[src/rtl/cnna_acc_pkg.sv]
// Shared widths, FSM state type and saturation limit for the accumulate/requantize block.
package cnna_acc_pkg;

   localparam int unsigned IN_W    = 35;
   localparam int unsigned ACC_W   = 48;
   localparam int unsigned OUT_W   = 8;
   localparam int unsigned CNT_W   = 16;
   localparam int unsigned SHIFT_W = 6;

   localparam int unsigned OUT_MAX = (1 << OUT_W) - 1;

   typedef enum logic [1:0] {
      ACC,
      RQ,
      EMIT
   } state_e;

endpackage

[src/rtl/cnna_requant_core.sv]
// Combinational round / right-shift / saturate of a finished accumulator value.
// CNNA_ACC_ROUND_EN enables the round-half-up addend; otherwise the shift truncates.
module cnna_requant_core
   import cnna_acc_pkg::*;
#(
   parameter int unsigned ACC_W   = cnna_acc_pkg::ACC_W,
   parameter int unsigned OUT_W   = cnna_acc_pkg::OUT_W,
   parameter int unsigned SHIFT_W = cnna_acc_pkg::SHIFT_W
) (
   input  logic [ACC_W-1:0]   acc,
   input  logic [SHIFT_W-1:0] shift,
   input  logic               ovf,
   output logic [OUT_W-1:0]   data,
   output logic               sat
);

`ifdef CNNA_ACC_ROUND_EN
   localparam int unsigned QW = ACC_W + 1;
`else
   localparam int unsigned QW = ACC_W;
`endif

   localparam logic [QW-1:0] QMAX = QW'((1 << OUT_W) - 1);

   logic [QW-1:0] q;
   logic          q_big;

`ifdef CNNA_ACC_ROUND_EN
   logic [QW-1:0] addend;
   logic [QW-1:0] r;

   always_comb begin
      addend = '0;
      if (shift != '0) begin
         addend = QW'(1) << (shift - SHIFT_W'(1));
      end
      // One extra bit so the rounding carry never wraps.
      r = QW'(acc) + addend;
      if (int'(shift) >= int'(ACC_W)) begin
         q = '0;
      end else begin
         q = r >> shift;
      end
   end
`else
   always_comb begin
      q = acc >> shift;
   end
`endif

   always_comb begin
      q_big = (q > QMAX);
      data  = q_big ? {OUT_W{1'b1}} : q[OUT_W-1:0];
      sat   = q_big || ovf;
   end

endmodule

[src/rtl/cnna_acc_requant.sv]
// Accumulates cfg_len products, requantizes the sum and emits an 8-bit activation.
// Rounding is selected at build time by CNNA_ACC_ROUND_EN (see cnna_requant_core).
module cnna_acc_requant
   import cnna_acc_pkg::*;
#(
   parameter int unsigned IN_W    = cnna_acc_pkg::IN_W,
   parameter int unsigned ACC_W   = cnna_acc_pkg::ACC_W,
   parameter int unsigned OUT_W   = cnna_acc_pkg::OUT_W,
   parameter int unsigned CNT_W   = cnna_acc_pkg::CNT_W,
   parameter int unsigned SHIFT_W = cnna_acc_pkg::SHIFT_W
) (
   input  logic               ap_clk,
   input  logic               ap_rst,
   input  logic [CNT_W-1:0]   cfg_len,
   input  logic [SHIFT_W-1:0] cfg_shift,
   input  logic               in_valid,
   output logic               in_ready,
   input  logic [IN_W-1:0]    in_data,
   output logic               out_valid,
   input  logic               out_ready,
   output logic [OUT_W-1:0]   out_data,
   output logic               out_sat
);

   state_e             state_q;
   logic [ACC_W-1:0]   acc_q;
   logic [CNT_W-1:0]   cnt_q;
   logic [CNT_W-1:0]   len_q;
   logic [SHIFT_W-1:0] shift_q;
   logic               ovf_q;

   logic [ACC_W:0]     sum;
   logic [CNT_W-1:0]   cur_len;
   logic [CNT_W-1:0]   cnt_inc;
   logic [OUT_W-1:0]   rq_data;
   logic               rq_sat;
   logic               accept;

   always_comb begin
      in_ready = (state_q == ACC);
      accept   = in_valid && in_ready;
      sum      = {1'b0, acc_q} + (ACC_W + 1)'(in_data);
      cnt_inc  = cnt_q + CNT_W'(1);
      // The group length comes straight from config on the first product of a group.
      if (cnt_q == '0) begin
         cur_len = (cfg_len == '0) ? CNT_W'(1) : cfg_len;
      end else begin
         cur_len = len_q;
      end
   end

   cnna_requant_core #(
      .ACC_W   (ACC_W),
      .OUT_W   (OUT_W),
      .SHIFT_W (SHIFT_W)
   ) u_core (
      .acc   (acc_q),
      .shift (shift_q),
      .ovf   (ovf_q),
      .data  (rq_data),
      .sat   (rq_sat)
   );

   always_ff @(posedge ap_clk) begin
      if (ap_rst) begin
         state_q   <= ACC;
         acc_q     <= '0;
         cnt_q     <= '0;
         len_q     <= '0;
         shift_q   <= '0;
         ovf_q     <= 1'b0;
         out_valid <= 1'b0;
         out_data  <= '0;
         out_sat   <= 1'b0;
      end else begin
         unique case (state_q)
            ACC: begin
               if (accept) begin
                  if (cnt_q == '0) begin
                     len_q   <= cur_len;
                     shift_q <= cfg_shift;
                  end
                  if (sum[ACC_W]) begin
                     acc_q <= {ACC_W{1'b1}};
                     ovf_q <= 1'b1;
                  end else begin
                     acc_q <= sum[ACC_W-1:0];
                  end
                  if (cnt_inc == cur_len) begin
                     cnt_q   <= '0;
                     state_q <= RQ;
                  end else begin
                     cnt_q <= cnt_inc;
                  end
               end
            end
            RQ: begin
               out_data  <= rq_data;
               out_sat   <= rq_sat;
               out_valid <= 1'b1;
               state_q   <= EMIT;
            end
            EMIT: begin
               if (out_ready) begin
                  out_valid <= 1'b0;
                  acc_q     <= '0;
                  ovf_q     <= 1'b0;
                  state_q   <= ACC;
               end
            end
            default: state_q <= ACC;
         endcase
      end
   end

endmodule
[config.mk]
export PLATFORM = sky130hd
export DESIGN_NAME = cnna_acc_requant
export DESIGN_NICKNAME = d
export VERILOG_FILES = /design/src/rtl/cnna_acc_pkg.sv /design/src/rtl/cnna_requant_core.sv /design/src/rtl/cnna_acc_requant.sv
export SDC_FILE = /design/constraint.sdc
export NUM_CORES = 1
export LEC_CHECK = 0
export ABC_AREA = 1
export ABC_CLOCK_PERIOD_IN_PS = 2900
export BUFFER_PORTS_ARGS = -buffer_cell sky130_fd_sc_hd__buf_4
export CAP_MARGIN = 10
export CORE_UTILIZATION = 38
export CTS_BUF_LIST = sky130_fd_sc_hd__clkbuf_4 sky130_fd_sc_hd__clkbuf_8
export DETAILED_ROUTE_END_ITERATION = 6
export GPL_TIMING_DRIVEN = 0
export HOLD_SLACK_MARGIN = 0.02
export SLEW_MARGIN = 20
export SYNTH_ARGS = -nofsm -noshare
export SYNTH_HDL_FRONTEND = slang
export SYNTH_SLANG_ARGS = --single-unit
export TNS_END_PERCENT = 30
[constraint.sdc]
create_clock -name ap_clk -period 2.9 [get_ports ap_clk]
set_input_delay 0.29 -clock ap_clk [delete_from_list [all_inputs] [get_ports ap_clk]]
set_output_delay 0.29 -clock ap_clk [all_outputs]
set_load 0.01 [all_outputs]
==> out/qor.yml <==
die:
  coreArea_mm2: 0.0261
  start_util_pct: 38.8
  pin_count: 72
  rows: 59
  die_width_um: 165
  die_h_um: 165
  dieArea_mm2: 0.0273
yosys:
  syn-mean-instance-area_um2: 5.68
  synthCells: 1784
  synth.top_cell.area_share_pct: 19.9
  async_flop_share_pct: 0
  synth_most_common_cell: "nand2_1"
  ys_warn_count: 0
  ys_seq_elements: 99
  synth-seq-area-share_pct: 19.6
  yosysTopAreaCell: "nand2_1"
  syn-num-nets: 1883
  syn_area_mm2: 0.0101
  ys_top_cells_by_area: "nand2_1 20%, dfxtp_1 20%, nand3_1 15%"
  ys_top_cells_by_count: "536 x nand2_1, 302 x nand3_1, 193 x nor2_1"
  ys_types: 48
  synth_edf_count: 0
  synthFlopType: "dfxtp_1"
timing:
  fin_ws_ps: 179
  report.final.hold_viol_count: 0
  layout_min_cycle_time_ps: 2720
  fin_skew_ps: 20.5
  finalSetupViolCount: 0
  rsz0062_at_grt: "false"
  fin_setup_tns_ps: 0
  final_max_slew_viol_count: 0
  max_slew.worst_pin.slew_ps: 811
  relSlewSlack_pct: 45.9
  fin_crit_sh_pct: 93.8
  timing.fmax_mhz: 368
detailed_routing:
  drt_pass1_iterations: 7
  ant_nets: 0
  routed_wirelength_um: 39500
  drc: 4
  first_iter_violations: 1385
  viasPerCell: 5.57
  wire_per_inst_um: 17.9
  vias: 12300
hold_path:
  hold_class: "input pin to register"
  whs_path_depth: 3
  holdCritStartpoint: "cfg_len[5]"
  whs_endpoint: "len_q[5]"
setup_path:
  worst-path-buf-inv: 2
  cpLargestDelayFamily: "simple AND/OR/NAND/NOR gates"
  worstPathCellList: "ha_1, nand2_1, inv_1, a21oi_1, a21boi_1, o21ai_0, nand2_1, nand2_1, nor2_4, clkbuf_4, o21ai_0, nand2_1, nand2_1"
  max_stage_delay_ps: 440
  r2r_cells: 13
  crit_path_top_delay_cell: "dfxtp_1"
  r2r-start: "acc_q[31]"
  worstPathRequired_ps: 3200
  crit_fanout: 10
  reg2reg_setup_slack_ps: 180
  crit_top_cell: "nand2_1"
  criticalPathCategory: "register to register"
  r2r-end: "acc_q[2]"
  end_kind: "register"
  start_kind: "register"
  arrival_ps: 3020
clocking:
  clk_pin_slew_ps: 120
  holdBufCountCts: 0
  cts-root-buf: "clkbuf_8"
  clk-insertion-delay-late_ps: 400
  cts_tree: "built"
  cts_max_path_buffers: 2
  numCtsBuffers: 9
  cts.htree.levels: 3
  numClockSinks: 99
layout:
  stdcell_area_mm2: 0.0113
  instances_no_fill: 2207
  drive_gt1_share_pct: 9.03
  antenna_cells: 0
  nets: 1966
  syn_to_final_growth_pct: 11.9
  finalCoreUtilization_pct: 43.4
place:
  pre_cts_ws_ps: -235
  io_buffers: 71
  dp_hpwl_um: 32400
  place_congestion: 0.990
  post_dp_cell_area_mm2: 0.0111
  dp_cells: 2190
global_route:
  grt_max_degree: 19
  grt.total_usage_pct: 29.4
  grt_pass1_wl_um: 61200
  grt_pass1_vias: 11300
  grt-ovfl-total: 0
  antenna_found_initial: 0
run:
  cap_violations: 0
power_and_ir_drop:
  p_leak_nw: 5.27
  peakVddDrop_mv: 0.195
  pwr-share-seq_pct: 31.9
  intPower_mw: 2.76
  p_sw_share_pct: 45.3
  p_switching_mw: 2.29
  power_density_mw_per_mm2: 445
  p_clk_share_pct: 21.8
  comb_power_share_pct: 46.3
run_status:
  violations: "DRC"
  status: "finished, violations left"
[per-stage QoR]
step           hold slack (ps)  power, mW
2_1_floorplan              425       3.21
3_3_place_gp               440       3.91
3_5_place_dp               447       3.91
4_1_cts                    108       5.02
5_1_grt                    119       5.38
6_report                   122       5.05
[what timing repair did]
item / CTS / global route
setup buffers: 0 / 1
endpoints found under the setup margin: 26 / 43
gates resized for setup: 1 / 9
pin swaps: 0 / 1
[layout by cell type, fill, tap and decap left out, types with 3 or more instances in the layout]
cell type	synthesis	final
o211ai_1	12	12
nor2_1	193	191
clkbuf_1	34	34
a21o_1	5	5
o21ai_1	8	8
dfxtp_1	99	98
buf_1	6	6
nand3b_1	18	18
inv_2	4	4
a22oi_1	11	11
o31ai_1	13	13
buf_6	7	7
o221ai_1	4	4
o21ai_0	93	92
nor3_1	14	14
a21oi_1	95	95
nor4_1	3	3
nand3_2	9	9
xnor2_1	17	17
mux2i_1	3	3
nand3_1	302	302
ha_1	37	37
nand2_2	10	10
and2_1	4	4
o21bai_1	5	5
nor2_2	8	9
inv_1	146	146
nand2_1	536	536
nand4_1	17	17
buf_4	1	74
buf_2	27	25
xor2_1	14	14
clkbuf_8	4	13
a31oi_1	4	4
[worst reg2reg max path, stage by stage (launching register included)]
cell	delay, ps
dfxtp_1	440
ha_1	340
nand2_1	170
inv_1	50
a21oi_1	220
a21boi_1	230
o21ai_0	160
nand2_1	90
nand2_1	120
nor2_4	230
clkbuf_4	290
o21ai_0	140
nand2_1	90
nand2_1	60
[cells by family after synthesis]
family          Yosys count  synth area share (%)
xor+xnor                 31                  2.68
compound gates          260                  14.4
fa+ha+maj                38                  4.77
buf+inv                 232                  9.99
flops                    99                  19.6
mux                       3                 0.296
simple gates           1121                  48.3
[final cells by class]
class,count,area (um^2)
Sequential cell,99,1980
Clock inverter,7,105
Fill cell,2950,14800
Buffer,80,447
Multi-Input combinational cell,1453,7150
Timing Repair Buffer,72,541
Tap cell,335,419
Clock buffer,9,124
Inverter,152,571
[power by group through the flow]
| stage | Sequential (mW) | Clock (mW) | Combinational, mW |
|---|---|---|---|
| 6_report | 1.61 | 1.10 | 2.34 |
| 5_1_grt | 1.62 | 1.17 | 2.59 |
| 4_1_cts | 1.61 | 1.12 | 2.29 |
| 3_5_place_dp | 1.64 | 0 | 2.27 |
| 3_3_place_gp | 1.64 | 0 | 2.27 |
| 2_1_floorplan | 1.56 | 0 | 1.65 |
[registers in the layout, summed over array words and instances (netlist names)]
name       cells
shift_q        6
out_data       8
state_q        2
out_sat        1
acc_q         48
cnt_q         16
out_valid      1
ovf_q          1
len_q         16
[routing by layer]
metal  up-vias  track usage, %  part of all wire (%)
met2       479            46.8                    44
met5         -               0                     0
met4         0            12.2                   3.9
li1       6101               -                     -
met1      5636            39.8                    45
met3        70            3.67                   6.8
[how the worst max path moves through the flow]
stage	start	endpoint	slack, ps	depth (start not counted)
floorplan	in_data[0]	acc_q[10]	580	14
global placement	in_data[0]	acc_q[9]	-240	15
detailed placement	in_data[0]	acc_q[9]	-230	15
CTS	acc_q[27]	acc_q[9]	20	12
global route	acc_q[30]	acc_q[29]	10	12
finish	acc_q[31]	acc_q[2]	180	13
(Power assumes the default switching activity.)
